### src/rtl/goal_scorekeeper.sv
// Goal detection, score keeping and kick-off control for the pong-style soccer game.
// Watches registered ball position, runs the goal/celebration/game-over FSM and drives resetGame.
module goal_scorekeeper #(
  parameter int unsigned LEFT_GOAL_X  = 8,
  parameter int unsigned RIGHT_GOAL_X = 152,
  parameter int unsigned GOAL_Y_MIN   = 50,
  parameter int unsigned GOAL_Y_MAX   = 70,
  parameter int unsigned BALL_SIZE    = 2,
  parameter int unsigned HOLD_FRAMES  = 60,
  parameter int unsigned WIN_SCORE    = 5
) (
  input  logic       clock,
  input  logic       resetn,
  input  logic       frame_tick,
  input  logic       start,
  input  logic [7:0] ball_x,
  input  logic [6:0] ball_y,
  output logic       resetGame,
  output logic [3:0] p1_score,
  output logic [3:0] p2_score,
  output logic       goal_flash,
  output logic       last_scorer,
  output logic       game_over,
  output logic       winner
);

  localparam int unsigned XW = 8;
  localparam int unsigned YW = 7;
  localparam int unsigned SW = 4;
  localparam int unsigned HW = 8;

  typedef enum logic [2:0] {ARM, PLAY, GOAL, KICKOFF, OVER} state_e;

  state_e          state_q, state_d;
  logic [SW-1:0]   p1_q, p1_d, p2_q, p2_d;
  logic [HW-1:0]   hold_q, hold_d;
  logic            last_q, last_d, win_q, win_d;
  logic            rg_q, rg_d, flash_q, flash_d, over_q, over_d;

  logic            in_mouth_c, in_left_c, in_right_c, in_goal_c;

  // Goal region decode; right edge sum kept one bit wider so x near 255 cannot wrap
  always_comb begin
    in_mouth_c = (ball_y >= YW'(GOAL_Y_MIN)) && (ball_y <= YW'(GOAL_Y_MAX));
    in_right_c = in_mouth_c &&
                 (({1'b0, ball_x} + (XW+1)'(BALL_SIZE)) >= (XW+1)'(RIGHT_GOAL_X));
    in_left_c  = in_mouth_c && (ball_x <= XW'(LEFT_GOAL_X));
    in_goal_c  = in_left_c || in_right_c;
  end

  always_ff @(posedge clock) begin
    if (!resetn) begin
      state_q <= ARM;
      p1_q    <= '0;
      p2_q    <= '0;
      hold_q  <= '0;
      last_q  <= 1'b0;
      win_q   <= 1'b0;
      rg_q    <= 1'b0;
      flash_q <= 1'b0;
      over_q  <= 1'b0;
    end else begin
      state_q <= state_d;
      p1_q    <= p1_d;
      p2_q    <= p2_d;
      hold_q  <= hold_d;
      last_q  <= last_d;
      win_q   <= win_d;
      rg_q    <= rg_d;
      flash_q <= flash_d;
      over_q  <= over_d;
    end
  end

  always_comb begin
    state_d = state_q;
    p1_d    = p1_q;
    p2_d    = p2_q;
    hold_d  = hold_q;
    last_d  = last_q;
    win_d   = win_q;
    unique case (state_q)
      ARM: begin
        if (!in_goal_c) state_d = PLAY;
      end
      PLAY: begin
        if (in_goal_c) begin
          hold_d  = '0;
          state_d = GOAL;
          // Right goal takes priority if both regions ever overlap
          if (in_right_c) begin
            p1_d   = (p1_q == {SW{1'b1}}) ? p1_q : p1_q + SW'(1);
            last_d = 1'b0;
          end else begin
            p2_d   = (p2_q == {SW{1'b1}}) ? p2_q : p2_q + SW'(1);
            last_d = 1'b1;
          end
        end
      end
      GOAL: begin
        if (frame_tick) begin
          hold_d = hold_q + HW'(1);
          if (hold_d == HW'(HOLD_FRAMES)) begin
            if ((last_q ? p2_q : p1_q) == SW'(WIN_SCORE)) begin
              state_d = OVER;
              win_d   = last_q;
            end else begin
              state_d = KICKOFF;
            end
          end
        end
      end
      KICKOFF: begin
        state_d = ARM;
      end
      OVER: begin
        if (start) begin
          p1_d    = '0;
          p2_d    = '0;
          win_d   = 1'b0;
          state_d = KICKOFF;
        end
      end
      default: state_d = ARM;
    endcase
    // Status outputs registered from the next state so they align with it
    rg_d    = (state_d == KICKOFF) || (state_d == OVER);
    flash_d = (state_d == GOAL);
    over_d  = (state_d == OVER);
  end

  assign resetGame   = rg_q;
  assign p1_score    = p1_q;
  assign p2_score    = p2_q;
  assign goal_flash  = flash_q;
  assign last_scorer = last_q;
  assign game_over   = over_q;
  assign winner      = win_q;

endmodule

### config.mk
export PLATFORM = sky130hd
export DESIGN_NAME = goal_scorekeeper
export DESIGN_NICKNAME = d
export VERILOG_FILES = /design/src/rtl/goal_scorekeeper.sv
export SDC_FILE = /design/constraint.sdc
export NUM_CORES = 1
export LEC_CHECK = 0
export ABC_AREA = 1
export BUFFER_PORTS_ARGS = -buffer_cell sky130_fd_sc_hd__buf_4
export CORE_MARGIN = 2
export CORE_UTILIZATION = 52
export CTS_CLUSTER_DIAMETER = 150
export DETAILED_ROUTE_END_ITERATION = 8
export GPL_TIMING_DRIVEN = 0
export PLACE_DENSITY = 0.73
export SLEW_MARGIN = 10
export SYNTH_ARGS = -nofsm -noshare
export SYNTH_HDL_FRONTEND = slang
export SYNTH_SLANG_ARGS = --single-unit
### constraint.sdc
create_clock -name clock -period 3.98 [get_ports clock]
set_input_delay 0.398 -clock clock [delete_from_list [all_inputs] [get_ports clock]]
set_output_delay 0.398 -clock clock [all_outputs]
set_load 0.005 [all_outputs]
# [Word-level counts from Yosys, hierarchy flattened]
# Index checks and enable logic that the tools add are counted.
[op_classes] n_lt_le_gt_ge=4 n_eq_ne=19 add_sub_neg=4 mux=26 reduce_logical=14
[op_table] cell="$mux W4" n=8
[op_table] cell="$mux W3" n=6
[op_table] cell="$ne A2 B2 Y1 const B" n=9
[op_table] cell="$mux W8" n=2
[op_table] cell="$pmux W4 S2" n=2
[op_table] cell="$pmux W8 S2" n=1
[op_table] cell="$reduce_and A5 Y1" n=3
[op_table] cell="$pmux W3 S4" n=1
[op_table] cell="$add A8 B2 Y9 const B" n=1
[op_table] cell="$eq A3 B2 Y1 const B" n=3
[op_table] cell="$ge A9 B8 Y1 const B" n=1
[op_table] cell="$add A4 B1 Y4 const B" n=2
[op_table] cell="$add A8 B1 Y8 const B" n=1
[op_table] cell="$eq A4 B4 Y1 const B" n=2
[op_table] cell="$eq A8 B6 Y1 const B" n=1
[op_table] cell="$le A8 B4 Y1 const B" n=1
[op_table] cell="$ge A7 B6 Y1 const B" n=1
[op_table] cell="$le A7 B7 Y1 const B" n=1
[op_table] cell="$eq A3 B3 Y1 const B" n=2
[op_table] cell="$reduce_bool A2 Y1" n=3
[op_table] cell="$mux W1" n=5
[op_table] cell="$eq A4 B3 Y1 const B" n=1
[op_table] cell="$eq A3 B1 Y1 const B" n=1
[op_table] cell="$logic_and A1 B1 Y1" n=3
[op_table] cell="other kinds (5)" n=6
[totals] output_inout_bits=13 reg_bits=24 elab_cells=76

# [Logic depth before layout (Yosys ltp)]
# Gate-level depths: netlist of the first run.
[depth] ltp_word=8 depth_mapped=15

# [Worst setup path before layout of the first run]
# OpenSTA, ideal clock, no wires.
[synth_path] path_kind="input port to flip-flop" startpoint="in ball_x[1]" endpoint="reg hold_q[6]" path_stages=12 t_arrival_ps=1487 setup_slack_ps=2375 path_cell_list="ha_1 > nor3_1 > nand2_1 > nand2_1 > nand2_1 > nand2_1 > nand2_2 > nand2_1 > nand2_1 > buf_6 > a22oi_1 > nor2_1"
[synth_between] elab_chain_len=6 word_cells_on_any_way=8 cone_classes="1 x add/sub; 2 x order compare; 1 x eq/ne; 4 x reduce/logical"
[synth_lines] element="start: declaration" line="16" text="input logic [7:0] ball_x,"
[synth_lines] element="$add A8 B2 Y9" line="46" text="(({1'b0, ball_x} + (XW+1)'(BALL_SIZE)) >= (XW+1)'(RIGHT_GOAL_X));"
[synth_lines] element="$ge A9 B8 Y1" line="46"
[synth_lines] element="$logic_and A1 B1 Y1" line="45" text="in_right_c = in_mouth_c &&"
[synth_lines] element="$logic_or A1 B1 Y1 (*)" line="48" text="in_goal_c = in_left_c || in_right_c;"
[synth_lines] element="$ne A2 B2 Y1 (no line) (*)"
[synth_lines] element="$reduce_and A3 Y1 (no line) (*)"
[synth_lines] element="end signal: assignment" line="66" text="hold_q <= hold_d;"
[synth_lines] element="end: declaration" line="36" text="logic [HW-1:0] hold_q, hold_d;"
# Every way passes the cells marked *; elsewhere a longest branch is shown, timed or not.
# A chain may end at the register's enable or synchronous reset.

# [Final worst setup path of the first run]
[layout_path] startpoint="reg hold_q[0]" endpoint="reg flash_q, in the netlist goal_flash"
[layout_between] elab_chain_len=6
[layout_lines] element="$add A8 B1 Y8" line="102" text="hold_d = hold_q + HW'(1);"
[layout_lines] element="$eq A8 B6 Y1" line="103" text="if (hold_d == HW'(HOLD_FRAMES)) begin"
[layout_lines] element="$mux W3" line="103"
[layout_lines] element="$mux W3" line="101" text="if (frame_tick) begin"
[layout_lines] element="$pmux W3 S4" line="82" text="unique case (state_q)"
[layout_lines] element="$eq A3 B2 Y1" line="128" text="flash_d = (state_d == GOAL);"
[layout_lines] element="end signal: assignment" line="70" text="flash_q <= flash_d;"
[layout_lines] element="end: declaration" line="38" text="logic rg_q, rg_d, flash_q, flash_d, over_q, over_d;"
# No other way between the ends.

==> results of run 1 <==
-- cell type report --
type	count	area, sq um
plain buffers	2	15.0
clock buffers	4	36.3
fillers	300	1070
inverters	37	139
multi-input cells	182	962
flip-flops and latches	24	480
well taps	33	41.3
repair buffers	31	233
-- per-layer routing --
| layer | global-route usage | wire (microns) | share of wire | vias to the layer above |
|---|---|---|---|---|
| li1 | - | - | - | 861 |
| met1 | 0.267 | 1590 | 0.47 | 708 |
| met2 | 0.400 | 1680 | 0.50 | 18 |
| met3 | 0.0415 | 80 | 0.024 | 2 |
| met4 | 0.0552 | 19 | 0.0056 | 0 |
| met5 | 0 | 0 | 0 | - |
-- synthesized netlist by cell type, types with 2 or more instances --
library cell / n / area share
nand2_2: 3 / 0.012
nand2_1: 66 / 0.16
o21ai_1: 2 / 0.0063
a21oi_1: 19 / 0.060
xor2_1: 4 / 0.022
inv_2: 9 / 0.021
nand4_1: 6 / 0.024
nor2_1: 20 / 0.047
nand3_1: 26 / 0.082
nor3_1: 3 / 0.0094
o21ai_0: 5 / 0.016
nor2_2: 7 / 0.027
ha_1: 6 / 0.047
or2_1: 2 / 0.0078
dfxtp_1: 24 / 0.30
inv_1: 27 / 0.063
nor3_4: 2 / 0.020
-- cell families (layout without fill, tap and decap cells) --
group / after synthesis / in the layout
buffers and inverters: 39 / 74
and+or+nand+nor: 142 / 142
adders and majority gates: 6 / 6
xor gates and xnor gates: 4 / 4
DFF: 24 / 24
AOI/OAI and AO/OA: 30 / 30
-- path summary, 6_finish.rpt --
check                 start          to  slack [ps]  cells past startpoint
setup / recovery  hold_q[0]  goal_flash        2150                      9
hold / removal       resetn      winner         340                      3
setup reg to reg  hold_q[0]  goal_flash        2150                      9
hold reg to reg   hold_q[7]   hold_q[7]         510                      2
-- through the flow --
stage,std cells,utilization
2_1_floorplan,245,-
3_3_place_gp,309,0.628
3_5_place_dp,309,0.628
4_1_cts,313,0.640
5_1_grt,313,0.640
6_report,313,0.640
-- power by group through the flow --
stage	Sequential, mW	Combinational (mW)	Clock, mW
2_1_floorplan	0.253	0.0317	0
3_3_place_gp	0.254	0.0575	0
3_5_place_dp	0.254	0.0582	0
4_1_cts	0.249	0.0584	0.138
5_1_grt	0.250	0.0668	0.145
6_report	0.249	0.0579	0.131
-- worst min-delay path, cell delays in order --
cell	delay, ps
buf_4	130
nand2_1	60
nor2_1	30
-- layout by cell type, fill, tap and decap left out, drive strengths merged, types with 2 or more instances in the layout --
master  instances
clkbuf          5
nand3          27
nor2           29
inv            36
dfxtp          24
o21ai           7
xor2            4
nor3            6
a21oi          20
or2             2
ha              6
buf            32
nand2          69
nand4           7
-- sequential cells by signal, summed over array words and instances (netlist names) --
| name | cells |
|---|---|
| game_over | 1 |
| goal_flash | 1 |
| hold_q | 8 |
| last_scorer | 1 |
| p1_score | 4 |
| p2_score | 4 |
| resetGame | 1 |
| state_q | 3 |
| winner | 1 |
==> results.cfg, run 1 <==
[die]
top_level_port_count = 32
core_area_sq_um = 2980
initial_util = 0.536
row_count = 20
die_height_microns = 59.4
die_area_sq_um = 3530
dieWidth_microns = 59.4

[clocking]
post_cts_resize_count = 0
ctsHoldBuffers = 0
clk-insertion-delay-late_ps = 310
clock_tree_from_tritoncts = yes
clock_tree.root_cell = clkbuf_4
cts_num_sinks = 24
cts_max_level = 1
clock_tree.buffer_depth = 2
cts_buffers = 3
clock_slew_seen_by_the_registers_of_the_worst_setup_and_hold_paths_ps = 140
cts.repair_timing.setup_buffer_count = 0

[synth]
yosys_register_bits = 24
synth_compound_area_frac = 0.100
synth_fp_nets = 270
synth_area_per_cell_sq_um = 6.52
synth_simple_gate_area_share = 0.433
synth-warning-count = 0
synth_top_family_by_area = simple AND/OR/NAND/NOR gates
postSynth.asyncResetShare = 0
syn-cell-area_sq_um = 1600
synth_flop_cell = dfxtp_1
edff_count_synth = 0
seq_area_frac_synth = 0.301
synth.distinct_cells = 31
postSynthCellCount = 245
synthMuxAreaShare = 0
synth-adder-area-share = 0.0470
synth_xor_xnor_area_share = 0.0219

[setup_path]
worstSetupPathType = reg2reg
crit_top_cell = nand2_1
critical_path.top_delay_family = simple AND/OR/NAND/NOR gates
max_stage_delay_ps = 490
crit_path_cell_trace = ha_1, xor2_1, nand2_1, nor2_1, nand3_2, o21ai_1, nand3_1, nand2_1, nor2_2
timing.critical_path.slowest_stage_cell = dfxtp_1
critical_path_required_ps = 4200
buf_inv_stages_crit_path = 0
cp.arrival_ps = 2050
critPathMaxFanout = 7
nature_of_the_critical_path_endpoint = flip-flop
setup.worst_path.start_class = flip-flop

[global_route]
global_route.usage.total = 0.222
grt_pass1_wl_mm = 6.16
grt_max_degree = 14
antenna_found_initial = 0
first_global_vias = 1517
globalRouteOverflowTotal = 0

[timing]
grt_setup_unrepaired = no
skew_ps = 2.91
worst_margin_pin_slew_ps = 421
timing.setup.tns_ps = 0
fmax_mhz = 546
slew_headroom = 0.719
hold_viol_final = 0
period_minus_slack_ps = 1830
final.hold.worst_slack_ps = 338
final.setup.worst_slack_ps = 2150
period_share = 0.460
finalMaxSlewViolations = 0
setup_violations = 0

[power]
power.density_nw_per_um2 = 230
leakage_nw = 0.904
ir_worst_vdd_mv = 0.136
power_internal_uw = 326
power.total_uw = 438
power.combinational.fraction = 0.132
power.clock.fraction = 0.300
seqPwrFrac = 0.568
power_switching_uw = 112
switching_share = 0.256

[place]
replace_congestion = 0.806
detailed_place_hpwl_mm = 2.69
port_buffers = 31
detailedPlace.worstSlack_ps = 2060
placement.cell_area_sq_um = 1870

[layout]
proportion_of_layout_cells_with_a_drive_suffix_above_1 = 0.225
layout.cell_area.non_filler_sq_um = 1910
total_inserted_antenna_cells = 0
final_net_count = 306
area_growth_pct = 19.4

[detailed_routing]
drt_iter0_drc = 57
drc = 0
post_drt_via_cell_ratio = 5.08
detail-route-antenna-nets = 0
detail_route.wl_per_cell_microns = 10.8
first_pass_iters = 4
routed-via-count = 1589
totalWireLength_mm = 3.37

[flow_run]
max_cap_viol_count = 0

[run_status]
run_status = complete, no violations

[worst_hold_path]
hold_class = in2reg
(Power assumes the default switching activity.)
==> run 2: changes to the inputs <==
- clock period: 3.98 -> 1.7 ns (I/O delays scaled with it)
==> run 2 against run 1 <==
- fmax up 11%
- non-clock buffer count up 4
- highest routed layer unchanged
- flip-flop and latch count unchanged
- critical path type unchanged
- critical endpoint unchanged
- worst hold slack worse by 230 ps
- clock power up 140%
==> results.cfg, run 2 (synthesis gave the netlist of run 1 again) <==
[run_status]
run_status = complete, no violations

[global_route]
first_global_vias = 1514
grt_max_degree = 14
globalRouteOverflowTotal = 0
antenna_found_initial = 0
grt_pass1_wl_mm = 6.15
global_route.usage.total = 0.221

[power]
ir_worst_vdd_mv = 0.320
leakage_nw = 0.930
power.density_nw_per_um2 = 523

[clocking]
clock_tree.buffer_depth = 2
clock_tree.root_cell = clkbuf_4
cts_num_sinks = 24
clock_tree_from_tritoncts = yes
clk-insertion-delay-late_ps = 320
clock_slew_seen_by_the_registers_of_the_worst_setup_and_hold_paths_ps = 140
cts_max_level = 1
cts_buffers = 3

[timing]
worst_margin_pin_slew_ps = 419
slew_headroom = 0.721
timing.setup.tns_ps = 0
setup_violations = 0
finalMaxSlewViolations = 0
period_minus_slack_ps = 1640
hold_viol_final = 0
period_share = 0.967
skew_ps = 1.49
grt_setup_unrepaired = yes
final.hold.worst_slack_ps = 108
fmax_mhz = 608

[detailed_routing]
drc = 0
totalWireLength_mm = 3.46
first_pass_iters = 4
detailroute.wirelength.met2_mm = 1.73
drt_iter0_drc = 58
detail_route.wirelength.met1_mm = 1.63
maxUsedRoutingLayer = met4
post_drt_via_cell_ratio = 5.09
detail_route.wl_per_cell_microns = 10.9
amount_of_wire_on_met3_after_detailed_routing_microns = 78
routed-via-count = 1613
detail-route-antenna-nets = 0

[setup_path]
max_stage_delay_ps = 390
crit_path_cell_trace = ha_2, nand3_1, xor2_2, nor2_2, nand3_2, nor2_2, nor2_2, nand3_1, nand2_1, nor2_2
cp.arrival_ps = 1910
nature_of_the_critical_path_endpoint = flip-flop
crit_top_cell = nor2_2
critPathMaxFanout = 5
setup.worst_path.start_class = flip-flop
timing.critical_path.slowest_stage_cell = dfxtp_4
critical_path_required_ps = 1970
worstSetupPathType = reg2reg

[layout]
total_inserted_antenna_cells = 0
registers.top_by_ff_count = hold_q
share_of_the_core_filled_with_cells = 0.661
finalNonFillerCells = 317
final_net_count = 310
area_growth_pct = 23.2
largest_register_ff_count = 8
final_common_cell = nand2_1
layout.filler_cells = 293
proportion_of_layout_cells_with_a_drive_suffix_above_1 = 0.271
most-common-layout-cells = nand2_1 (66), buf_4 (35), inv_1 (27), nand3_1 (26)

[place]
detailed_place_hpwl_mm = 2.69
port_buffers = 31
replace_congestion = 0.806
placed_cells_incl_taps = 309

[die]
core_area_sq_um = 2980
die_area_sq_um = 3530
initial_util = 0.536
top_level_port_count = 32
dieWidth_microns = 59.4
row_count = 20
die_height_microns = 59.4

[flow_run]
max_cap_viol_count = 0

[worst_hold_path]
hold_class = in2reg
## run 2: critical path, delay by kind of cell, from the launching register on
kind,cells,cell delay [ps]
flops,1,390
simple gates,8,800
fa+ha+maj,1,220
xor+xnor,1,180
## run 2: layer usage
metal / vias up / track usage
met5: - / 0
li1: 867 / -
met4: 0 / 0.0552
met3: 2 / 0.0415
met1: 730 / 0.266
met2: 14 / 0.400
## run 2: timing repair
action	CTS	global route
resized for setup	4	8
pin swaps	0	1
endpoints found under the setup margin	6	11
hold buffers	0	0
buffers inserted	0	4
## run 2: worst paths after layout
kind         slack [ps]  depth (start not counted)          to  startpoint
max                  60                         10  goal_flash   hold_q[0]
min                 110                          3      winner      resetn
max reg2reg          60                         10  goal_flash   hold_q[0]
min reg2reg         480                          1   hold_q[0]   hold_q[0]
## run 2: cell type report
cell class              count  area [sq um]  share of cell area
multi-input cells         182           981               0.499
flip-flops and latches     24           492               0.250
repair buffers             35           263               0.134
inverters                  37           139              0.0706
well taps                  33          41.3              0.0210
clock buffers               4          36.3              0.0184
plain buffers               2          15.0             0.00763
## run 2: per-stage QoR
| step | area (sq um) | setup WS [ps] | power (mW) |
|---|---|---|---|
| global route | 1970 | -79.0 | 1.08 |
| global placement | 1870 | -122 | 0.730 |
| detailed placement | 1870 | -125 | 0.732 |
| CTS | 1910 | 2.81 | 1.04 |
| finish | 1970 | 55.3 | 1.03 |
| floorplan | 1600 | 116 | 0.668 |
## run 2: report_power, final
part	total, mW	switching, mW	internal [mW]	leakage (nW)
logic	0.138	0.0745	0.0634	0.712
clock network	0.310	0.179	0.131	0.0210
registers	0.580	0.0123	0.568	0.197
